[src/rtl/instr_encoder_pkg.sv]
// Shared definitions for the RV32I/M instruction encoder: symbolic op codes,
// major opcodes, funct fields and the per-op format lookup.
package instr_encoder_pkg;

  typedef enum logic [5:0] {
    OP_LUI = 6'd0, OP_AUIPC, OP_JAL, OP_JALR,
    OP_BEQ, OP_BNE, OP_BLT, OP_BGE, OP_BLTU, OP_BGEU,
    OP_LB, OP_LH, OP_LW, OP_LBU, OP_LHU,
    OP_SB, OP_SH, OP_SW,
    OP_ADDI, OP_SLTI, OP_SLTIU, OP_XORI, OP_ORI, OP_ANDI,
    OP_SLLI, OP_SRLI, OP_SRAI,
    OP_ADD, OP_SUB, OP_SLL, OP_SLT, OP_SLTU, OP_XOR, OP_SRL, OP_SRA, OP_OR, OP_AND,
    OP_MUL, OP_MULH, OP_MULHSU, OP_MULHU, OP_DIV, OP_DIVU, OP_REM, OP_REMU,
    OP_MRET
  } inst_op_t;

  typedef enum logic [3:0] {
    FMT_R = 4'd0, FMT_I, FMT_SH, FMT_S, FMT_B, FMT_U, FMT_J, FMT_SYS, FMT_BAD
  } fmt_t;

  localparam logic [6:0] OPC_LUI    = 7'b0110111;
  localparam logic [6:0] OPC_AUIPC  = 7'b0010111;
  localparam logic [6:0] OPC_JAL    = 7'b1101111;
  localparam logic [6:0] OPC_JALR   = 7'b1100111;
  localparam logic [6:0] OPC_BRANCH = 7'b1100011;
  localparam logic [6:0] OPC_LOAD   = 7'b0000011;
  localparam logic [6:0] OPC_STORE  = 7'b0100011;
  localparam logic [6:0] OPC_OPIMM  = 7'b0010011;
  localparam logic [6:0] OPC_OP     = 7'b0110011;

  localparam logic [6:0] F7_BASE   = 7'b0000000;
  localparam logic [6:0] F7_ALT    = 7'b0100000;
  localparam logic [6:0] F7_MULDIV = 7'b0000001;

  localparam logic [31:0] MRET_WORD = 32'h3020_0073;

  typedef struct packed {
    fmt_t       fmt;
    logic [6:0] opc;
    logic [2:0] f3;
    logic [6:0] f7;
  } op_info_t;

  function automatic op_info_t op_info(input logic [5:0] op);
    op_info_t info;
    info = '{FMT_BAD, 7'd0, 3'd0, F7_BASE};
    case (op)
      OP_LUI:    info = '{FMT_U,   OPC_LUI,    3'd0, F7_BASE};
      OP_AUIPC:  info = '{FMT_U,   OPC_AUIPC,  3'd0, F7_BASE};
      OP_JAL:    info = '{FMT_J,   OPC_JAL,    3'd0, F7_BASE};
      OP_JALR:   info = '{FMT_I,   OPC_JALR,   3'd0, F7_BASE};
      OP_BEQ:    info = '{FMT_B,   OPC_BRANCH, 3'd0, F7_BASE};
      OP_BNE:    info = '{FMT_B,   OPC_BRANCH, 3'd1, F7_BASE};
      OP_BLT:    info = '{FMT_B,   OPC_BRANCH, 3'd4, F7_BASE};
      OP_BGE:    info = '{FMT_B,   OPC_BRANCH, 3'd5, F7_BASE};
      OP_BLTU:   info = '{FMT_B,   OPC_BRANCH, 3'd6, F7_BASE};
      OP_BGEU:   info = '{FMT_B,   OPC_BRANCH, 3'd7, F7_BASE};
      OP_LB:     info = '{FMT_I,   OPC_LOAD,   3'd0, F7_BASE};
      OP_LH:     info = '{FMT_I,   OPC_LOAD,   3'd1, F7_BASE};
      OP_LW:     info = '{FMT_I,   OPC_LOAD,   3'd2, F7_BASE};
      OP_LBU:    info = '{FMT_I,   OPC_LOAD,   3'd4, F7_BASE};
      OP_LHU:    info = '{FMT_I,   OPC_LOAD,   3'd5, F7_BASE};
      OP_SB:     info = '{FMT_S,   OPC_STORE,  3'd0, F7_BASE};
      OP_SH:     info = '{FMT_S,   OPC_STORE,  3'd1, F7_BASE};
      OP_SW:     info = '{FMT_S,   OPC_STORE,  3'd2, F7_BASE};
      OP_ADDI:   info = '{FMT_I,   OPC_OPIMM,  3'd0, F7_BASE};
      OP_SLTI:   info = '{FMT_I,   OPC_OPIMM,  3'd2, F7_BASE};
      OP_SLTIU:  info = '{FMT_I,   OPC_OPIMM,  3'd3, F7_BASE};
      OP_XORI:   info = '{FMT_I,   OPC_OPIMM,  3'd4, F7_BASE};
      OP_ORI:    info = '{FMT_I,   OPC_OPIMM,  3'd6, F7_BASE};
      OP_ANDI:   info = '{FMT_I,   OPC_OPIMM,  3'd7, F7_BASE};
      OP_SLLI:   info = '{FMT_SH,  OPC_OPIMM,  3'd1, F7_BASE};
      OP_SRLI:   info = '{FMT_SH,  OPC_OPIMM,  3'd5, F7_BASE};
      OP_SRAI:   info = '{FMT_SH,  OPC_OPIMM,  3'd5, F7_ALT};
      OP_ADD:    info = '{FMT_R,   OPC_OP,     3'd0, F7_BASE};
      OP_SUB:    info = '{FMT_R,   OPC_OP,     3'd0, F7_ALT};
      OP_SLL:    info = '{FMT_R,   OPC_OP,     3'd1, F7_BASE};
      OP_SLT:    info = '{FMT_R,   OPC_OP,     3'd2, F7_BASE};
      OP_SLTU:   info = '{FMT_R,   OPC_OP,     3'd3, F7_BASE};
      OP_XOR:    info = '{FMT_R,   OPC_OP,     3'd4, F7_BASE};
      OP_SRL:    info = '{FMT_R,   OPC_OP,     3'd5, F7_BASE};
      OP_SRA:    info = '{FMT_R,   OPC_OP,     3'd5, F7_ALT};
      OP_OR:     info = '{FMT_R,   OPC_OP,     3'd6, F7_BASE};
      OP_AND:    info = '{FMT_R,   OPC_OP,     3'd7, F7_BASE};
      OP_MUL:    info = '{FMT_R,   OPC_OP,     3'd0, F7_MULDIV};
      OP_MULH:   info = '{FMT_R,   OPC_OP,     3'd1, F7_MULDIV};
      OP_MULHSU: info = '{FMT_R,   OPC_OP,     3'd2, F7_MULDIV};
      OP_MULHU:  info = '{FMT_R,   OPC_OP,     3'd3, F7_MULDIV};
      OP_DIV:    info = '{FMT_R,   OPC_OP,     3'd4, F7_MULDIV};
      OP_DIVU:   info = '{FMT_R,   OPC_OP,     3'd5, F7_MULDIV};
      OP_REM:    info = '{FMT_R,   OPC_OP,     3'd6, F7_MULDIV};
      OP_REMU:   info = '{FMT_R,   OPC_OP,     3'd7, F7_MULDIV};
      OP_MRET:   info = '{FMT_SYS, 7'd0,       3'd0, F7_BASE};
      default:   info = '{FMT_BAD, 7'd0,       3'd0, F7_BASE};
    endcase
    return info;
  endfunction

endpackage

[src/rtl/instr_encoder_comb.sv]
// Purely combinational encoder: symbolic op + fields + immediate -> 32-bit
// instruction word, flagging immediates that the op's format cannot carry.
module instr_encode_comb
  import instr_encoder_pkg::*;
(
  input  logic [5:0]  op,
  input  logic [4:0]  rd,
  input  logic [4:0]  rs1,
  input  logic [4:0]  rs2,
  input  logic [31:0] imm,
  output logic [31:0] word,
  output logic        illegal
);

  op_info_t info_s;

  assign info_s = op_info(op);

  // Assemble the word by format; range checks test that the dropped upper bits are pure sign extension
  always_comb begin
    word    = 32'd0;
    illegal = 1'b0;
    case (info_s.fmt)
      FMT_R: begin
        word = {info_s.f7, rs2, rs1, info_s.f3, rd, info_s.opc};
      end
      FMT_I: begin
        word    = {imm[11:0], rs1, info_s.f3, rd, info_s.opc};
        illegal = (imm[31:11] != {21{imm[11]}});
      end
      FMT_SH: begin
        word    = {info_s.f7, imm[4:0], rs1, info_s.f3, rd, info_s.opc};
        illegal = (imm[31:5] != 27'd0);
      end
      FMT_S: begin
        word    = {imm[11:5], rs2, rs1, info_s.f3, imm[4:0], info_s.opc};
        illegal = (imm[31:11] != {21{imm[11]}});
      end
      FMT_B: begin
        word    = {imm[12], imm[10:5], rs2, rs1, info_s.f3, imm[4:1], imm[11], info_s.opc};
        illegal = imm[0] | (imm[31:12] != {20{imm[12]}});
      end
      FMT_U: begin
        word    = {imm[31:12], rd, info_s.opc};
        illegal = (imm[11:0] != 12'd0);
      end
      FMT_J: begin
        word    = {imm[20], imm[10:1], imm[11], imm[19:12], rd, info_s.opc};
        illegal = imm[0] | (imm[31:20] != {12{imm[20]}});
      end
      FMT_SYS: begin
        word = MRET_WORD;
      end
      default: begin
        illegal = 1'b1;
      end
    endcase
  end

endmodule

[src/rtl/instr_encoder.sv]
// Encodes symbolic instruction requests and streams the words into IMEM,
// one per cycle, with valid/ready on the request side and we/ready on memory.
module instr_encoder
  import instr_encoder_pkg::*;
#(
  parameter logic [31:0] BASE_ADDR = 32'h0000_0000,
  parameter int          DEPTH     = 1024,
  localparam int         CW        = $clog2(DEPTH + 1)
) (
  input  logic          CLK,
  input  logic          RSTN,
  input  logic          CLEAR,
  input  logic          REQ_VALID,
  output logic          REQ_READY,
  input  logic [5:0]    REQ_OP,
  input  logic [4:0]    REQ_RD,
  input  logic [4:0]    REQ_RS1,
  input  logic [4:0]    REQ_RS2,
  input  logic [31:0]   REQ_IMM,
  output logic          MEM_WE,
  input  logic          MEM_READY,
  output logic [31:0]   MEM_ADDR,
  output logic [31:0]   MEM_WDATA,
  output logic          FULL,
  output logic          ERR_ILLEGAL,
  output logic          ERR_STICKY,
  output logic [CW-1:0] WORD_COUNT
);

  localparam logic [CW:0] DEPTH_W = (CW + 1)'(DEPTH);

  logic          mem_we_r;
  logic [31:0]   mem_addr_r;
  logic [31:0]   mem_wdata_r;
  logic          full_r;
  logic          err_illegal_r;
  logic          err_sticky_r;
  logic [CW-1:0] word_count_r;

  logic [31:0]   enc_word_s;
  logic          enc_illegal_s;
  logic [CW:0]   pending_s;
  logic          req_ready_s;
  logic          accept_s;
  logic          mem_fire_s;

  instr_encode_comb u_enc (
    .op      (REQ_OP),
    .rd      (REQ_RD),
    .rs1     (REQ_RS1),
    .rs2     (REQ_RS2),
    .imm     (REQ_IMM),
    .word    (enc_word_s),
    .illegal (enc_illegal_s)
  );

  // Committed words plus the one in flight must leave room for the next request
  assign pending_s   = {1'b0, word_count_r} + {{CW{1'b0}}, mem_we_r};
  assign req_ready_s = !CLEAR && !full_r && (!mem_we_r || MEM_READY) && (pending_s < DEPTH_W);
  assign accept_s    = REQ_VALID && req_ready_s;
  assign mem_fire_s  = mem_we_r && MEM_READY;

  // Output word register: loads on a legal accept, drops after the memory takes it
  always_ff @(posedge CLK or negedge RSTN) begin
    if (!RSTN) begin
      mem_we_r    <= 1'b0;
      mem_wdata_r <= 32'd0;
    end else if (CLEAR) begin
      mem_we_r    <= 1'b0;
      mem_wdata_r <= 32'd0;
    end else if (accept_s && !enc_illegal_s) begin
      mem_we_r    <= 1'b1;
      mem_wdata_r <= enc_word_s;
    end else if (mem_fire_s) begin
      mem_we_r    <= 1'b0;
    end else begin
      mem_we_r    <= mem_we_r;
    end
  end

  // Address, count, FULL and error flags
  always_ff @(posedge CLK or negedge RSTN) begin
    if (!RSTN) begin
      mem_addr_r    <= BASE_ADDR;
      word_count_r  <= {CW{1'b0}};
      full_r        <= 1'b0;
      err_illegal_r <= 1'b0;
      err_sticky_r  <= 1'b0;
    end else if (CLEAR) begin
      mem_addr_r    <= BASE_ADDR;
      word_count_r  <= {CW{1'b0}};
      full_r        <= 1'b0;
      err_illegal_r <= 1'b0;
      err_sticky_r  <= 1'b0;
    end else begin
      err_illegal_r <= accept_s && enc_illegal_s;
      err_sticky_r  <= err_sticky_r || (accept_s && enc_illegal_s);
      if (mem_fire_s) begin
        mem_addr_r   <= mem_addr_r + 32'd4;
        word_count_r <= word_count_r + CW'(1'b1);
        // pending_s already counts the word being committed now
        full_r       <= (pending_s == DEPTH_W);
      end else begin
        mem_addr_r   <= mem_addr_r;
        word_count_r <= word_count_r;
        full_r       <= full_r;
      end
    end
  end

  assign REQ_READY   = req_ready_s;
  assign MEM_WE      = mem_we_r;
  assign MEM_ADDR    = mem_addr_r;
  assign MEM_WDATA   = mem_wdata_r;
  assign FULL        = full_r;
  assign ERR_ILLEGAL = err_illegal_r;
  assign ERR_STICKY  = err_sticky_r;
  assign WORD_COUNT  = word_count_r;

endmodule

[config.mk]
export PLATFORM = sky130hd
export DESIGN_NAME = instr_encoder
export DESIGN_NICKNAME = d
export VERILOG_FILES = /design/src/rtl/instr_encoder_pkg.sv /design/src/rtl/instr_encoder_comb.sv /design/src/rtl/instr_encoder.sv
export SDC_FILE = /design/constraint.sdc
export NUM_CORES = 1
export LEC_CHECK = 0
export CAP_MARGIN = 20
export CELL_PAD_IN_SITES_DETAIL_PLACEMENT = 1
export CELL_PAD_IN_SITES_GLOBAL_PLACEMENT = 1
export CORE_UTILIZATION = 36
export CTS_CLUSTER_DIAMETER = 80
export DETAILED_ROUTE_END_ITERATION = 12
export PLACE_DENSITY = 0.88
export SKIP_CTS_REPAIR_TIMING = 1
export SLEW_MARGIN = 10
export SYNTH_ARGS = -nofsm -noshare
export SYNTH_HDL_FRONTEND = slang
export SYNTH_SLANG_ARGS = --single-unit
export TNS_END_PERCENT = 100
[constraint.sdc]
create_clock -name CLK -period 2.52 [get_ports CLK]
set_input_delay 0.504 -clock CLK [delete_from_list [all_inputs] [get_ports CLK]]
set_output_delay 0.504 -clock CLK [all_outputs]
set_load 0.02 [all_outputs]
### Yosys cells after proc, flatten, opt, wreduce, memory -nomap -nowiden

Memories as Yosys holds them, arrays and structs flattened.
Cells that the tools add are included.

* $lt $le $gt $ge: 1
* muxes and demuxes: 15
* $add $sub $neg: 3
* bitwise operators: 2
* equal/unequal tests: 11
* reduce and logical (&&, ||, !) cells: 21

Operators by type and width (number)
* $pmux 32 s8: 1
* $mux 32: 4
* $add 32x3->32 const B: 1
* $reduce_bool 27->1: 1
* $mux 11: 2
* $ne 20x20->1: 1
* $ne 19x19->1: 1
* $eq 4x3->1 const B: 4
* $add 11x1->12: 1
* $eq 12x11->1 const B: 1
* $lt 12x11->1 const B: 1
* $reduce_bool 12->1: 1
* $add 11x1->11 const B: 1
* $ne 11x11->1: 1
* $eq 4x2->1 const B: 2
* $logic_and 1x1->1: 7
* $mux 1: 7
* $pmux 1 s6: 1
* $eq 4x1->1 const B: 1
* $logic_not 1->1: 4
* $logic_not 4->1: 1
* $reduce_bool 2->1: 2
* $reduce_or 2->1: 2
* $reduce_bool 3->1: 1
* other kinds (2): 4

* register bits after elaboration: 79
* word-level logic and storage cells: 61
* memories: 1
* output and inout port bits: 80
* bits of input ports: 58
* ROM bits: 1024

Memory list
* (name not given): depth 64, width 16, rd ports 1, clocked after Yosys merged registers in 0, wr ports 0, line instr_encoder_pkg.sv:47 `case (op)`

### Depth between registers and ports, before layout

Gate-level depths: netlist (run 1).

* depth in word-level cells: 8
* mapped depth: 12
* mapped depth without buffers: 9

### Cells and area by module

Synthesis (run 1) repeated with hierarchy kept, for this count alone.

* cell total of the unflattened synthesis: 577
* area total of the unflattened synthesis: 5257.5 µm²

Modules (own cells, without submodules)
* instr_encoder: times used 1, sequential area each 1926.8 µm², cells each 360, area each 3824.9 µm²
* instr_encode_comb: times used 1, sequential area each 0.0 µm², cells each 217, area each 1432.6 µm²

### Worst setup path before layout (run 1)

No wires, ideal clock.

* path type: input to register
* from: input REQ_OP[0]
* to: register mem_we_r (netlist: MEM_WE)
* stages on the path: 12
* required time: 2402 ps
* arrival: 2403 ps
* path slack: -1 ps
* cell sequence: inv_1 -> ha_1 -> or3b_1 -> a21oi_1 -> or2_1 -> buf_2 -> a41oi_2 -> o211ai_2 -> nor3b_2 -> buf_6 -> buf_12 -> a21o_1

* word-level cells in the longest chain between the ends: 8
* elaborated cells between the ends (all ways): 17

RTL lines
* start: declaration: line instr_encoder.sv:15 `input logic [5:0] REQ_OP,`
* $mem_v2 64x16 *
* $eq 4x3->1 (tied with other cells): line instr_encoder_comb.sv:23 `case (info_s.fmt)`
* $reduce_or 2->1 (no line)
* $pmux 1 s6 *: line instr_encoder_comb.sv:23
* $logic_not 1->1 *: line instr_encoder.sv:71 `end else if (accept_s && !enc_illegal_s) begin`
* $logic_and 1x1->1 *: line instr_encoder.sv:71
* $mux 1: line instr_encoder.sv:71
* $mux 1: line instr_encoder.sv:68 `end else if (CLEAR) begin`
* end signal: assignment: line instr_encoder.sv:77 `mem_we_r <= mem_we_r;`
* end: declaration: line instr_encoder.sv:32 `logic mem_we_r;`

Mark *: on every way between the ends. The rest lies on a longest branch, timed or not.
A chain may end at the register's enable or synchronous reset.

### Final worst setup path (run 1)

* from: input REQ_OP[1]
* to: register mem_wdata_r[21] (netlist: MEM_WDATA[21])

* word-level cells in the longest chain between the ends: 7
* elaborated cells between the ends (all ways): 18

RTL lines
* $mem_v2 64x16 *
* $eq 4x3->1 (tied with other cells): line instr_encoder_comb.sv:23
* $reduce_or 2->1 (no line)
* $pmux 1 s6: line instr_encoder_comb.sv:23
* $logic_not 1->1: line instr_encoder.sv:71
* $logic_and 1x1->1: line instr_encoder.sv:71
* $reduce_bool 2->1 (no line)
* end signal: assignment: line instr_encoder.sv:73 `mem_wdata_r <= enc_word_s;`
* end: declaration: line instr_encoder.sv:34 `logic [31:0] mem_wdata_r;`

Mark *: on every way between the ends. The rest lies on a longest branch, timed or not. The select of a mux whose other input is x is not followed.

==> reports/qor.txt, run 1 <==
power share of the clock group: 0.396
post-synthesis instance total: 567
clk sink count: 76
root buf cell: clkbuf_16
CTS tree: built
Register Area: 1900 um2
DP Cell Count: 964
Vert. Die Dim: 120 um
first-pass GRT wire length: 30.8 mm
fin worst setup slack: 0.00929 ns
met3 Track Usage GR: 0.0471
met2 GRT Util: 0.511
post-synthesis instance area: 5010 um2
Nets: 880
minimum clock period: 2.51 ns
fin crit share: 0.996
Vias: 5583
I/O Pins: 138
WS Path Type: in -> reg
DP HPWL: 14.9 mm
crit end category: flip-flop
Hold WS: 0.174 ns
Synth Register Bits: 76
Hold Crit Class: in -> async
setup violators final: 0
layout cells sized above 1: 0.233
crit-path cells: clkbuf_2, ha_1, buf_4, or4_4, nor4_2, buf_4, a21o_1, a41oi_2, o211ai_2, nor3b_4, buf_6, clkbuf_16, mux2i_1
H-tree depth: 3
Worst Tran Pin Value: 0.507 ns
Initial Util: 0.374
# DRC: 0
Die Footprint: 14400 um2
Post-synth EDFFs: 0
flop2flop setup slack: 0.03 ns
register share of total power: 0.370
Reg clk slew, reported paths: 0.06 ns
cell mode on critical path: buf_4
internal cell power: 0.00250 W
CP Max Fanout: 8
asr flop ratio synth: 1.00
register area share after synthesis: 0.380
Mean Syn Cell Area: 8.84 um2
multi-input logic area: 3010 um2
post-synth cell types: 65
vias in the first global route: 5930
Die W: 120 um
status: completed
largest net degree at the start of global routing: 77
Max Cap Viol: 0
Yosys top cell by area: dfrtp_1
worst relative slew slack: 0.661
crit start category: input pin
# fillers: 1519
FF-to-FF path depth: 10
M1 GR Usage: 0.307
Synth Flop Type: dfrtp_1
critical path data arrival time: 2.76 ns
Slew Limit Fails: 0
Final Skew: 0.00819 ns
worst slack, placed: -0.789 ns
GR peak layer: met2
Num CTS Buffers: 9
DRT Wirelength: 21.1 mm
final hold viol count: 0
Bufs on Longest Clock Path: 2
ratio of total power to cell area: 434 nW/um2
Iter 0 DRT Violations: 368
Area Overhead vs Synth: 59.2%
f_max: 398 MHz
top post-synthesis cells by area: dfrtp_1, mux2i_1, nand2_1
GRT Total Usage: 0.274
Critical Path Slowest Stage Cell: ha_1
Critical Path RT: 2.77 ns
Synthesis Warnings: 0
logic gate share of total power: 0.234
# port buffers: 135
start of the worst register-to-register path: WORD_COUNT[0]
ANT nets after route: 0
Switch Pwr: 0.000967 W
CP peak stage delay: 0.27 ns
FP Rows: 42
Sw Share: 0.279
RR Endpoint: MEM_WDATA[21]
clock latency on the worst-skew pair: 0.35 ns
final std cells w/o fill: 991
Static Leak: 3.68 nW
Core ar.: 13400 um2
DRT Pass-1 Iters: 5
Synth top area share: 0.380
grt total ovfl: 0
VDD IR max: 0.000340 V
initial antenna violation count: 1
routed len/inst: 21.3 um
RD Place Congestion: 0.899
synth cell count leaders: dfrtp_1, nand2_1, nor2_1
post-DR vias/cell: 5.63
==> metrics by stage <==
| stage | total power (W) | TNS [ns] | area [um2] | util |
|---|---|---|---|---|
| after floorplan | 0.00162 | 0 | 5020 | - |
| final | 0.00346 | 0 | 7980 | 0.595 |
| after CTS | 0.00341 | -12.27 | 7630 | 0.569 |
| after global placement | 0.00201 | -17.58 | 7310 | 0.546 |
| after global routing | 0.00357 | -0.549 | 7980 | 0.595 |
| after detailed placement | 0.00204 | -23.91 | 7310 | 0.546 |
==> critical path, delay by kind of cell <==
family | cells | cell delay [ns]
fa+ha+maj | 1 | 0.27
buf+inv | 5 | 0.82
mux | 1 | 0.24
simple gates | 3 | 0.40
compound gates | 3 | 0.50
==> sequential cells by signal (all words and copies together) (netlist names) <==
signal,count
MEM_WDATA,31
MEM_ADDR,30
WORD_COUNT,11
ERR_ILLEGAL,1
ERR_STICKY,1
FULL,1
MEM_WE,1
==> power groups by stage <==
stage / logic, W / registers (W) / clock network (W)
CTS: 0.000744 / 0.00128 / 0.00139
detailed placement: 0.000740 / 0.00130 / 0
finish: 0.000812 / 0.00128 / 0.00137
global placement: 0.000712 / 0.00130 / 0
global route: 0.000855 / 0.00128 / 0.00143
floorplan: 0.000284 / 0.00134 / 0
==> how the worst max path moves through the flow <==
| stage | slack, ns | end | start |
|---|---|---|---|
| finish | 0.009 | MEM_WDATA[21] | REQ_OP[1] |
| global route | -0.12 | MEM_WDATA[21] | REQ_OP[1] |
| CTS | -0.44 | MEM_WDATA[23] | REQ_OP[1] |
| detailed placement | -0.79 | MEM_WDATA[6] | REQ_OP[1] |
| global placement | -0.56 | MEM_WDATA[23] | REQ_OP[1] |
| floorplan | 0.004 | MEM_WE | REQ_OP[0] |
==> cells by family (layout without fill, tap and decap cells) <==
| kind of cell | count (synthesis) | count (layout) | share of synthesized area |
|---|---|---|---|
| other | 1 | 3 | 0.000749 |
| AOI/OAI and AO/OA | 101 | 101 | 0.145 |
| xor gates and xnor gates | 37 | 37 | 0.0647 |
| adders and majority gates | 13 | 13 | 0.0325 |
| and+or+nand+nor | 252 | 252 | 0.242 |
| buffers and inverters | 47 | 293 | 0.0504 |
| muxes | 40 | 40 | 0.0849 |
| DFF | 76 | 76 | 0.380 |
==> per-layer routing <==
metal	wire [um]	part of all wire	vias up
met5	0	0	-
met4	704	0.033	0
li1	-	-	2515
met2	11300	0.54	212
met1	8120	0.38	2799
met3	1000	0.047	57
==> cell usage in the layout (no fill, tap or decap), types with 11 or more instances in the layout <==
| cell type | count |
|---|---|
| nor3_1 | 11 |
| clkdlybuf4s50_1 | 100 |
| buf_4 | 118 |
| inv_1 | 13 |
| clkbuf_16 | 11 |
| a22oi_1 | 15 |
| dlymetal6s2s_1 | 31 |
| and3_1 | 11 |
| nand3_1 | 25 |
| ha_1 | 12 |
| a21oi_1 | 16 |
| o21ai_0 | 12 |
| nand4_1 | 15 |
| nand2_1 | 76 |
| xnor2_1 | 13 |
| dfrtp_1 | 76 |
| nor2_1 | 62 |
| xor2_1 | 24 |
| mux2i_1 | 35 |
==> cell type report <==
class,count,area share
multi-input combinational,445,0.378
timing repair buffer,263,0.310
sequential,76,0.238
clock buffer,13,0.0339
tap,176,0.0276
inverter,14,0.00659
clock inverter,3,0.00549
antenna,1,0.000314
No activity file was read; power rests on OpenSTA's default activity.
==> run 2: changes to the inputs <==
--- a/config.mk
+++ b/config.mk
@@ -6,5 +6,4 @@
 export NUM_CORES = 1
 export LEC_CHECK = 0
-export CAP_MARGIN = 20
 export CELL_PAD_IN_SITES_DETAIL_PLACEMENT = 1
 export CELL_PAD_IN_SITES_GLOBAL_PLACEMENT = 1
==> constraint.sdc (replaced) <==
create_clock -name CLK -period 2.52 [get_ports CLK]
set_input_delay 0.252 -clock CLK [delete_from_list [all_inputs] [get_ports CLK]]
set_output_delay 0.252 -clock CLK [all_outputs]
set_load 0.02 [all_outputs]
==> reports/qor.txt, run 2 (synthesis gave the netlist of run 1 again) <==
status: finished with violations
failing checks: negative setup slack
Initial Util: 0.374 (unchanged)
multi-input logic area: 3040 um2 (+0.91%)
clk sink count: 76 (unchanged)
Core ar.: 13400 um2 (unchanged)
ANT nets after route: 0 (unchanged)
Die Footprint: 14400 um2 (unchanged)
# port buffers: 135 (unchanged)
grt total ovfl: 0 (unchanged)
first-pass GRT wire length: 30.1 mm (-2.0%)
Static Leak: 3.47 nW (-5.6%)
ratio of total power to cell area: 433 nW/um2 (-0.30%)
largest net degree at the start of global routing: 77 (unchanged)
clock latency on the worst-skew pair: 0.35 ns (about the same)
Iter 0 DRT Violations: 359 (-2.4%)
max reg flops: 31 (unchanged)
Vert. Die Dim: 120 um (unchanged)
placed cell areas: 7210 um2 (-1.5%)
Design Area, Final: 7860 um2 (-1.5%)
CTS tree: built
post-DR vias/cell: 5.68 (+0.88%)
Hold WS: 0.0886 ns (-0.0850 ns)
f_max: 380 MHz (-4.6%)
final total power: 0.00340 W (-1.8%)
fin crit share: 1.04 (+0.0485)
crit end category: flip-flop
commonest non-fill, non-tap cell in the layout: clkdlybuf4s50_1
VDD IR max: 0.000517 V (+52%)
register share of total power: 0.377 (+0.007)
root buf cell: clkbuf_16
crit start category: input pin
GRT Total Usage: 0.269 (-0.00464)
initial antenna violation count: 0 (-1)
fin worst setup slack: -0.113 ns (-0.122 ns)
WS Path Type: in -> reg
CP Max Fanout: 12 (+4)
worst relative slew slack: 0.325 (-0.336)
power share of the clock group: 0.382 (-0.014)
Area Overhead vs Synth: 56.8%
Die W: 120 um (unchanged)
minimum clock period: 2.63 ns (+0.122 ns)
H-tree depth: 3 (unchanged)
Register Area: 1900 um2 (unchanged)
Vias: 5581 (-0.036%)
DRT Wirelength: 21.2 mm (+0.47%)
Num CTS Buffers: 9 (unchanged)
layout cells sized above 1: 0.218 (-0.0151)
Hold Crit Class: in -> async
I/O Pins: 138 (unchanged)
Reg clk slew, reported paths: 0.06 ns (about the same)
Max Cap Viol: 0 (unchanged)
DRT Pass-1 Iters: 5 (unchanged)
RD Place Congestion: 0.947 (+5.2%)
Worst Tran Pin Value: 1.01 ns (+0.505 ns)
flop2flop setup slack: 0.06 ns (+0.03 ns)
routed len/inst: 21.6 um (+1.4%)
# fillers: 1544 (+1.6%)
# DRC: 0 (unchanged)
FP Rows: 42 (unchanged)
Slew Limit Fails: 0 (unchanged)
setup violators final: 17 (+17)
logic gate share of total power: 0.241 (+0.007)
Bufs on Longest Clock Path: 2 (unchanged)
Sw Share: 0.301 (+0.0215)
Critical Path RT: 2.77 ns (about the same)
critical path data arrival time: 2.88 ns (+0.12 ns)
leading cell types in the layout, fill and taps excluded: clkdlybuf4s50_1, buf_4, dfrtp_1, nand2_1, nor2_1
Final Skew: 0.0110 ns (+0.00281 ns)
Switch Pwr: 0.00102 W (+5.7%)
internal cell power: 0.00238 W (-4.7%)
vias in the first global route: 5734 (-3.3%)
Nets: 872 (-0.91%)
final hold viol count: 0 (unchanged)
DP HPWL: 14.4 mm (-3.1%)
Diodes inserted: 0 (-1)
run 2: changes by cell type in the layout (fill, tap and decap cells not counted), sizes merged:
cell / before / now
clkdlybuf4s50: 100 / 117
buf: 127 / 120
diode: 1 / 0
clkbuf: 18 / 13
bufinv: 1 / 0
clkinv: 2 / 3
inv: 14 / 15
dlymetal6s2s: 31 / 17
run 2: path summary, 6_finish.rpt:
kind / start / to / cells past startpoint
worst max register to register: WORD_COUNT[0] / MEM_WDATA[26] / 12
min in group CLK: REQ_IMM[29] / MEM_WDATA[29] / 3
max in group asynchronous: RSTN / MEM_ADDR[31] / 1
worst max-delay path: REQ_OP[2] / MEM_WDATA[26] / 13
worst min register to register: ERR_STICKY / ERR_STICKY / 1
worst min-delay path: RSTN / MEM_ADDR[17] / 1
run 2: area by class of cell:
class	count	area share
repair buffers	255	0.300
inverters	14	0.00669
clock buffers	12	0.0326
flip-flops and latches	76	0.242
multi-input cells	445	0.387
well taps	176	0.0280
clock inverters	4	0.00398
run 2: through the flow:
| step | std cells | TNS (ns) | utilization | worst slack [ns] |
|---|---|---|---|---|
| 2_1_floorplan | 568 | 0 | - | 0.251 |
| 3_3_place_gp | 950 | -8.92 | 0.538 | -0.293 |
| 3_5_place_dp | 950 | -15.95 | 0.538 | -0.521 |
| 4_1_cts | 966 | -4.22 | 0.559 | -0.248 |
| 5_1_grt | 982 | -4.46 | 0.586 | -0.272 |
| 6_report | 982 | -0.958 | 0.586 | -0.113 |
run 2: worst max-delay path: stages:
cell and delay (ns):
clkdlybuf4s50_1 0.40, buf_4 0.19, nor2_1 0.36, buf_4 0.19, nand3_1 0.10, o31ai_2 0.08, nand3_1 0.28, o211ai_2 0.33
nor3b_4 0.09, buf_6 0.14, buf_12 0.13, buf_4 0.14, mux2i_1 0.20
run 2: metal layers:
| metal | vias up | GRT usage | wire length [um] |
|---|---|---|---|
| met1 | 2784 | 0.307 | 8200 |
| met5 | - | 0 | 0 |
| li1 | 2489 | - | - |
| met2 | 238 | 0.492 | 11000 |
| met4 | 0 | 0.102 | 905 |
| met3 | 70 | 0.0504 | 1080 |
run 2: power by group through the flow:
| stage | registers, W | clock network, W | logic (W) |
|---|---|---|---|
| floorplan | 0.00134 | 0 | 0.000283 |
| detailed placement | 0.00130 | 0 | 0.000733 |
| global placement | 0.00130 | 0 | 0.000704 |
| global route | 0.00128 | 0.00137 | 0.000863 |
| finish | 0.00128 | 0.00130 | 0.000820 |
| CTS | 0.00128 | 0.00130 | 0.000739 |
